===== config.mk =====
export PLATFORM = sky130hd
export DESIGN_NAME = axa_mult_arbiter
export DESIGN_NICKNAME = d
export VERILOG_FILES = /design/src/rtl/axa_arb_pkg.sv /design/src/rtl/axa_arb_watchdog.sv /design/src/rtl/axa_mult_arbiter.sv
export SDC_FILE = /design/constraint.sdc
export NUM_CORES = 1
export LEC_CHECK = 0
export CELL_PAD_IN_SITES_DETAIL_PLACEMENT = 0
export CELL_PAD_IN_SITES_GLOBAL_PLACEMENT = 1
export CORE_AREA = 4 4 454 456
export DETAILED_ROUTE_END_ITERATION = 10
export DIE_AREA = 0 0 458 460
export GPL_TIMING_DRIVEN = 0
export PLACE_DENSITY_LB_ADDON = 0.1
export SYNTH_ARGS = -nofsm -noshare
export SYNTH_HDL_FRONTEND = slang
export SYNTH_HIERARCHICAL = 1
export SYNTH_SLANG_ARGS = --single-unit
export TNS_END_PERCENT = 1

===== constraint.sdc =====
create_clock -name input_Clk -period 2.5 [get_ports input_Clk]
set_input_delay 0.5 -clock input_Clk [delete_from_list [all_inputs] [get_ports input_Clk]]
set_output_delay 0.5 -clock input_Clk [all_outputs]
set_load 0.01 [all_outputs]

===== src/rtl/axa_arb_pkg.sv =====
// Shared definitions for the two-requester 2x2 multiplier arbiter:
// FSM encoding, bus widths, watchdog limit and the round-robin pick.
package axa_arb_pkg;

  typedef enum logic [1:0] {
    ST_IDLE    = 2'd0,
    ST_ISSUE   = 2'd1,
    ST_WAIT    = 2'd2,
    ST_DELIVER = 2'd3
  } state_t;

  localparam int AB_W           = 256;
  localparam int C_W            = 128;
  localparam int WORD_W         = 32;
  localparam int TIMEOUT_CYCLES = 256;

  // A lone requester wins outright; a tie is broken by the pointer.
  function automatic logic arb_pick(input logic i_r0, input logic i_r1, input logic i_ptr);
    return (i_r0 && i_r1) ? i_ptr : i_r1;
  endfunction

endpackage


===== src/rtl/axa_arb_watchdog.sv =====
// Stall watchdog for the arbiter: counts consecutive cycles spent in ISSUE or
// WAIT and flags the edge on which the limit is reached (AXA_ARB_TIMEOUT_EN builds only).
module axa_arb_watchdog
  import axa_arb_pkg::*;
(
  input  logic   i_clk,
  input  logic   i_rst_n,
  input  state_t i_state,
  output logic   o_fire
);

  localparam int CNT_W = $clog2(TIMEOUT_CYCLES) + 1;

  logic [CNT_W-1:0] r_cnt;
  state_t           r_prev;
  logic             w_active;
  logic [CNT_W-1:0] w_cnt;

  assign w_active = (i_state == ST_ISSUE) || (i_state == ST_WAIT);
  // A fresh state restarts the count, so ISSUE and WAIT are timed separately.
  assign w_cnt    = (i_state != r_prev) ? '0 : r_cnt;
  assign o_fire   = w_active && (w_cnt == CNT_W'(TIMEOUT_CYCLES - 1));

  always_ff @(posedge i_clk or negedge i_rst_n) begin
    if (!i_rst_n) begin
      r_cnt  <= '0;
      r_prev <= ST_IDLE;
    end else begin
      r_prev <= i_state;
      r_cnt  <= w_active ? (w_cnt + CNT_W'(1)) : '0;
    end
  end

endmodule


===== src/rtl/axa_mult_arbiter.sv =====
// Round-robin arbiter sharing one 2x2 float multiplier between two requesters.
// Optional stall watchdog enabled by defining AXA_ARB_TIMEOUT_EN.
module axa_mult_arbiter
  import axa_arb_pkg::*;
(
  input  logic            input_Clk,
  input  logic            input_Reset,
  input  logic            input_R0_Stable,
  input  logic            input_R1_Stable,
  input  logic [AB_W-1:0] input_R0_AB,
  input  logic [AB_W-1:0] input_R1_AB,
  input  logic            input_R0_C_Ack,
  input  logic            input_R1_C_Ack,
  output logic            output_R0_AB_Ack,
  output logic            output_R1_AB_Ack,
  output logic            output_R0_Stable,
  output logic            output_R1_Stable,
  output logic [C_W-1:0]  output_R0_C,
  output logic [C_W-1:0]  output_R1_C,
  output logic            output_M_Stable,
  output logic [AB_W-1:0] output_M_AB,
  output logic            output_M_C_Ack,
  input  logic            input_M_AB_Ack,
  input  logic            input_M_Stable,
  input  logic [C_W-1:0]  input_M_C,
  input  logic            input_M_Free,
  output logic            output_Grant,
  output logic            output_Busy,
  output logic            output_Timeout
);

  state_t          r_state;
  logic            r_ptr;
  logic            r_grant;
  logic [AB_W-1:0] r_ab;
  logic [C_W-1:0]  r_c [2];
  logic [1:0]      r_ab_ack;
  logic [1:0]      r_stable;
  logic            r_m_stable;
  logic            r_m_c_ack;

  logic            w_req_any;
  logic            w_pick;
  logic            w_rg_c_ack;
  logic            w_expire;

  assign w_req_any  = input_R0_Stable | input_R1_Stable;
  assign w_pick     = arb_pick(input_R0_Stable, input_R1_Stable, r_ptr);
  assign w_rg_c_ack = r_grant ? input_R1_C_Ack : input_R0_C_Ack;

`ifdef AXA_ARB_TIMEOUT_EN
  logic w_fire;
  logic r_timeout;

  axa_arb_watchdog u_wdog (
    .i_clk   (input_Clk),
    .i_rst_n (input_Reset),
    .i_state (r_state),
    .o_fire  (w_fire)
  );

  // A genuine handshake on the limit edge wins over the watchdog.
  assign w_expire = w_fire && !((r_state == ST_ISSUE && input_M_AB_Ack) ||
                                (r_state == ST_WAIT  && input_M_Stable));

  always_ff @(posedge input_Clk or negedge input_Reset) begin
    if (!input_Reset) r_timeout <= 1'b0;
    else              r_timeout <= w_expire;
  end

  assign output_Timeout = r_timeout;
`else
  assign w_expire       = 1'b0;
  assign output_Timeout = 1'b0;
`endif

  always_ff @(posedge input_Clk or negedge input_Reset) begin
    if (!input_Reset) begin
      r_state    <= ST_IDLE;
      r_ptr      <= 1'b0;
      r_grant    <= 1'b0;
      r_ab       <= '0;
      r_c[0]     <= '0;
      r_c[1]     <= '0;
      r_ab_ack   <= '0;
      r_stable   <= '0;
      r_m_stable <= 1'b0;
      r_m_c_ack  <= 1'b0;
    end else begin
      r_ab_ack  <= '0;
      r_m_c_ack <= 1'b0;
      case (r_state)
        ST_IDLE: begin
          if (input_M_Free && w_req_any) begin
            r_grant    <= w_pick;
            r_ab       <= w_pick ? input_R1_AB : input_R0_AB;
            r_m_stable <= 1'b1;
            r_state    <= ST_ISSUE;
          end
        end
        ST_ISSUE: begin
          if (input_M_AB_Ack || w_expire) begin
            r_ab_ack[r_grant] <= 1'b1;
            if (input_M_AB_Ack) begin
              r_state <= ST_WAIT;
            end else begin
              r_m_stable        <= 1'b0;
              r_c[r_grant]      <= '0;
              r_stable[r_grant] <= 1'b1;
              r_state           <= ST_DELIVER;
            end
          end
        end
        ST_WAIT: begin
          // A watchdog exit delivers an all-zero result and no M_C_Ack.
          if (input_M_Stable || w_expire) begin
            r_m_stable        <= 1'b0;
            r_m_c_ack         <= input_M_Stable;
            r_c[r_grant]      <= input_M_Stable ? input_M_C : '0;
            r_stable[r_grant] <= 1'b1;
            r_state           <= ST_DELIVER;
          end
        end
        ST_DELIVER: begin
          if (w_rg_c_ack) begin
            r_stable[r_grant] <= 1'b0;
            r_ptr             <= ~r_grant;
            r_state           <= ST_IDLE;
          end
        end
        default: r_state <= ST_IDLE;
      endcase
    end
  end

  assign output_R0_AB_Ack = r_ab_ack[0];
  assign output_R1_AB_Ack = r_ab_ack[1];
  assign output_R0_Stable = r_stable[0];
  assign output_R1_Stable = r_stable[1];
  assign output_R0_C      = r_c[0];
  assign output_R1_C      = r_c[1];
  assign output_M_Stable  = r_m_stable;
  assign output_M_AB      = r_ab;
  assign output_M_C_Ack   = r_m_c_ack;
  assign output_Grant     = r_grant;
  assign output_Busy      = (r_state != ST_IDLE);

endmodule


==> impl_metrics.json, run 1 <==
{
  "total_power_mw": 47.1,
  "synth-seq-cells": 522,
  "cts_buffer_depth": 3,
  "grt_max_degree": 95,
  "cts.clk_slew.worst_paths_ns": 0.06,
  "synth.distinct_cells": 29,
  "synth_top_cell_area_share": 0.596,
  "synth.area.top_cells": "dfrtp_1 (60%), mux2i_1 (12%), mux2_2 (9.0%)",
  "post_cts_buffers": 0,
  "slew_headroom": 0.474,
  "cp_cell_sequence": "clkdlybuf4s50_1",
  "rows": 165,
  "peakVddDrop_mv": 0.459,
  "arrival_ns": 1.82,
  "grt_antenna_before_repair": 62,
  "cp.required_ns": 2.00,
  "cpMaxStageDelayCell": "clkdlybuf4s50_1",
  "io_pins": 1170,
  "grt_pass1_vias": 20600,
  "cts_max_level": 3,
  "root_buffer": "clkbuf_16",
  "timing.rr.start": "r_ptr",
  "synth_flop_cell": "dfrtp_1",
  "worstMarginPinSlew_ns": 0.789,
  "cpPeakStageDelay_ns": 0.79,
  "dr.pass1.iters": 4,
  "synth-edff-count": 0,
  "clkLatencyLatePin_ns": 0.69,
  "cts_tree": "yes",
  "fmax_mhz": 432,
  "port_buffers": 1168,
  "dieArea_um2": 211000,
  "min_path_type": "in -> async",
  "setup_viol": 0,
  "fp.dieW_um": 458,
  "grt_overflow": 0,
  "wl_per_cell_um": 26.0,
  "cap_viol_max_count": 0,
  "yosys.area.top_type": "dfrtp_1",
  "r2r_cells": 5,
  "fin_crit_sh": 0.927,
  "status": "completed",
  "cts_buffers": 77,
  "r2r_slack_ns": 0.21,
  "cp_max_fo": 2,
  "yosys_warnings": 6,
  "multi_input_area_um2": 7990,
  "cp_num_buf_inv": 1,
  "rsz0062_at_grt": "no",
  "core-area_um2": 202000,
  "fin_util": 0.197,
  "synth_area_um2": 21900,
  "synthCells": 1707,
  "skew_ns": 0.0259,
  "finalMaxSlewViolations": 0,
  "yosysSeqAreaShare": 0.596,
  "cts.sinks": 522,
  "grt_usage": 0.136,
  "path_class": "reg -> out",
  "powerDensity_nw_per_um2": 1180,
  "drtIter0Drc": 542,
  "seqCellArea_um2": 13100,
  "final_cell_mix": "clkdlybuf4s50_1 (1161), dfrtp_1 (521), nand2_1 (264), mux2i_1 (254), o21ai_1 (230)",
  "vias_per_cell": 3.26,
  "syn_avg_cell_area_um2": 12.8,
  "grt_pass1_wl_mm": 195,
  "fin_tns_setup_ns": 0,
  "drc": 0,
  "cp-end-kind": "output port",
  "critPathTopFamily": "buffers and inverters",
  "crit_path_start_kind": "register",
  "fill_cells": 22000,
  "vias": 18600,
  "fin_crit_ns": 2.32,
  "hold_violations": 0,
  "area.growth.synth_to_final_pct": 81.6,
  "final_common_cell": "clkdlybuf4s50_1",
  "die_h_um": 460,
  "hpwl_mm": 122,
  "synth_nets": 2360,
  "power_leakage_nw": 16.6,
  "totalWireLength_mm": 148,
  "nNetsFinal": 3614,
  "drtAntennaViolNets": 0,
  "async_flop_share": 1.00,
  "hold_slack_ns": 0.243,
  "drive_gt1_frac": 0.137,
  "gp_congestion": 0.753,
  "rr_endpoint": "output_M_AB[132]",
  "start_util": 0.109
}
sequential cells by signal (all words and copies together) (netlist names), named ones only:
register / cells
r_ptr: 1
output_M_C_Ack: 1
output_M_AB: 256
output_M_Stable: 1
output_R1_C: 128
r_ab_ack: 2
output_Grant: 1
r_state: 2
output_R0_C: 128
layer usage:
layer	global-route usage	up-vias	share of wire
met5	0	-	0.0033
met4	0.0443	74	0.030
met3	0.0721	233	0.12
met2	0.233	877	0.48
li1	-	8499	-
met1	0.143	8920	0.37
logic make-up after synthesis:
kind of cell,after synthesis,synth area share
muxes,515,0.250
and+or+nand+nor,274,0.0477
buffers and inverters,122,0.0413
AOI/OAI and AO/OA,269,0.0624
other,1,0.000171
DFF,522,0.596
adders and majority gates,4,0.00228
Yosys cell counts, drive strengths merged, types with 2 or more instances:
library cell / number
nand2b: 2
inv: 7
o21ai: 263
nand3: 2
buf: 94
mux2: 257
mux2i: 258
ha: 4
nor2: 3
clkbuf: 21
nand2: 264
dfrtp: 522
how the worst max path moves through the flow:
stage	start	end	slack, ns	cells past startpoint
after floorplan	r_state[0]	output_R0_C[100]	0.79	7
after global placement	input_Reset	output_M_AB[63]	-28.53	1
after detailed placement	input_R0_Stable	output_M_AB[127]	-1.06	7
after CTS	output_M_AB[160]	output_M_AB[160]	0.002	1
after global routing	output_M_AB[90]	output_M_AB[90]	0.01	1
final	output_M_AB[248]	output_M_AB[248]	0.18	1
per-stage QoR:
| stage | instance area, µm² | setup slack (ns) | std cells |
|---|---|---|---|
| global placement | 36900 | -28.53 | 5547 |
| floorplan | 21900 | 0.792 | 1707 |
| CTS | 39700 | 0.00217 | 5692 |
| detailed placement | 37100 | -1.06 | 5553 |
| global route | 39800 | 0.00980 | 5698 |
| finish | 39800 | 0.183 | 5704 |
where the power goes:
group,switching [mW],internal [mW],total (mW)
sequential,2.26,12.5,14.8
clock,4.59,6.66,11.3
combinational,10.2,10.9,21.0
total,17.0,30.1,47.1
layout make-up:
type | count | area share
repair buffers | 1175 | 0.298
clock buffers | 115 | 0.0576
flip-flops and latches | 522 | 0.328
plain buffers | 115 | 0.0226
well taps | 2672 | 0.0840
inverters | 7 | 0.000661
diodes | 12 | 0.000755
clock inverters | 23 | 0.00673
multi-input cells | 1063 | 0.201
timing repair:
| action | in CTS | in global routing |
|---|---|---|
| resized for setup | 18 | 6 |
| hold endpoints to repair | 267 | 0 |
| endpoints found under the setup margin | 108 | 26 |
| hold buffers | 1 | 0 |
| pin swaps | 0 | 0 |
No activity file was read; power rests on OpenSTA's default activity.
==> inputs of run 2 (changes only) <==
Settings changed: SKIP_LAST_GASP from default to 1.
==> impl_metrics.json, run 2 (synthesis gave the netlist of run 1 again) <==
{
  "cp_max_fo": 10,
  "rsz0062_at_grt": "yes",
  "io_pins": 1170,
  "cp-end-kind": "register",
  "drtAntennaViolNets": 0,
  "nNetsFinal": 3614,
  "hold_violations": 0,
  "cts.sinks": 522,
  "status": "completed",
  "cp.required_ns": 3.04,
  "fill_cells": 22000,
  "drtIter0Drc": 522,
  "powerDensity_nw_per_um2": 1190,
  "fp.dieW_um": 458,
  "dieArea_um2": 211000,
  "skew_ns": 0.0267,
  "worstMarginPinSlew_ns": 0.919,
  "final_area_um2": 39700,
  "rows": 165,
  "grt_usage": 0.136,
  "power_leakage_nw": 16.6,
  "die_h_um": 460,
  "hpwl_mm": 122,
  "arrival_ns": 2.99,
  "totalWireLength_mm": 148,
  "crit_path_start_kind": "register",
  "grt_pass1_vias": 20600,
  "power_switching_mw": 17.0,
  "grt_overflow": 0,
  "area.growth.synth_to_final_pct": 81.3,
  "dpl_cell_area_um2": 37100,
  "root_buffer": "clkbuf_16",
  "min_path_type": "in -> async",
  "clkLatencyLatePin_ns": 0.69,
  "setup_viol": 0,
  "cts_max_level": 3,
  "wl_per_cell_um": 26.0,
  "gp_congestion": 0.753,
  "seq_power_share": 0.314,
  "grt_antenna_before_repair": 62,
  "cts_buffer_depth": 3,
  "peakVddDrop_mv": 0.459,
  "dr.pass1.iters": 4,
  "cts_buffers": 77,
  "port_buffers": 1168,
  "vias": 18600,
  "drc": 0,
  "p_sw_frac": 0.362,
  "fmax_mhz": 408,
  "cts.clk_slew.worst_paths_ns": 0.06,
  "final_cell_mix": "clkdlybuf4s50_1 (1166), dfrtp_1 (522), nand2_1 (264), mux2i_1 (254), o21ai_1 (230)",
  "p_int_mw": 30.1,
  "core-area_um2": 202000,
  "cap_viol_max_count": 0,
  "grt_pass1_wl_mm": 195,
  "pwr-share-comb": 0.447,
  "path_class": "reg -> reg",
  "final_common_cell": "clkdlybuf4s50_1",
  "vias_per_cell": 3.26,
  "drive_gt1_frac": 0.136,
  "start_util": 0.109,
  "fin_crit_sh": 0.980,
  "grt_max_degree": 95,
  "finalMaxSlewViolations": 0,
  "slew_headroom": 0.387,
  "fin_tns_setup_ns": 0,
  "fin_crit_ns": 2.45,
  "power_frac_clock": 0.239,
  "largest_register_ff_count": 256,
  "cts_tree": "yes"
}
## run 2: metal layers
layer | part of all wire | track usage | vias up
li1 | - | - | 8503
met4 | 0.029 | 0.0435 | 74
met5 | 0.0032 | 0 | -
met1 | 0.37 | 0.143 | 8927
met3 | 0.12 | 0.0721 | 230
met2 | 0.48 | 0.234 | 880
## run 2: worst paths after layout
kind	start	endpoint	slack, ns	cells past startpoint
worst max-delay path	r_ptr	output_M_AB[131]	0.05	5
worst min-delay path	input_Reset	output_R0_C[95]	0.24	2
worst max register to register	r_ptr	output_M_AB[131]	0.05	5
worst min register to register	output_M_AB[28]	output_M_AB[28]	0.48	2
max in group asynchronous	input_Reset	output_M_AB[98]	0.86	4
min in group input_Clk	input_M_C[47]	output_R1_C[47]	0.45	2
## run 2: through the flow
step | worst slack (ns) | hold slack, ns | util | power (mW) | instances
5_1_grt | -0.164 | 0.191 | 0.197 | 50.2 | 5698
4_1_cts | -0.196 | 0.130 | 0.197 | 48.6 | 5692
2_1_floorplan | 0.792 | 0.204 | - | 21.9 | 1707
3_5_place_dp | -1.06 | 0.330 | 0.184 | 36.7 | 5553
6_report | 0.0491 | 0.241 | 0.197 | 47.1 | 5703
3_3_place_gp | -28.53 | 0.463 | 0.183 | 36.9 | 5547
## run 2: what timing repair did
action | in CTS | in global routing
endpoints found under the setup margin | 108 | 64
hold endpoints to repair | 267 | 0
gates resized for setup | 6 | 6
setup buffers | 0 | 0
hold buffers | 1 | 0
## run 2: critical path, stage by stage, from the launching register on
cell and delay (ns):
dfrtp_1 0.40, o21ai_2 0.42, buf_4 0.38, buf_4 0.37
mux2i_2 0.59, o21ai_1 0.11
## run 2: area by class of cell
cell class / instances / area, µm² / area share
plain buffers: 115 / 883 / 0.0222
clock inverters: 23 / 268 / 0.00674
inverters: 7 / 26.3 / 0.000661
diodes: 11 / 27.5 / 0.000693
repair buffers: 1175 / 11900 / 0.299
multi-input cells: 1063 / 7960 / 0.200
well taps: 2672 / 3340 / 0.0842
clock buffers: 115 / 2290 / 0.0577
flip-flops and latches: 522 / 13100 / 0.329
## run 2: power groups by stage
stage | Clock, mW | Sequential (mW) | Combinational, mW
2_1_floorplan | 0 | 16.5 | 5.47
3_3_place_gp | 0 | 15.0 | 21.8
3_5_place_dp | 0 | 15.0 | 21.8
4_1_cts | 11.9 | 14.9 | 21.8
5_1_grt | 12.2 | 15.3 | 22.7
6_report | 11.3 | 14.8 | 21.1
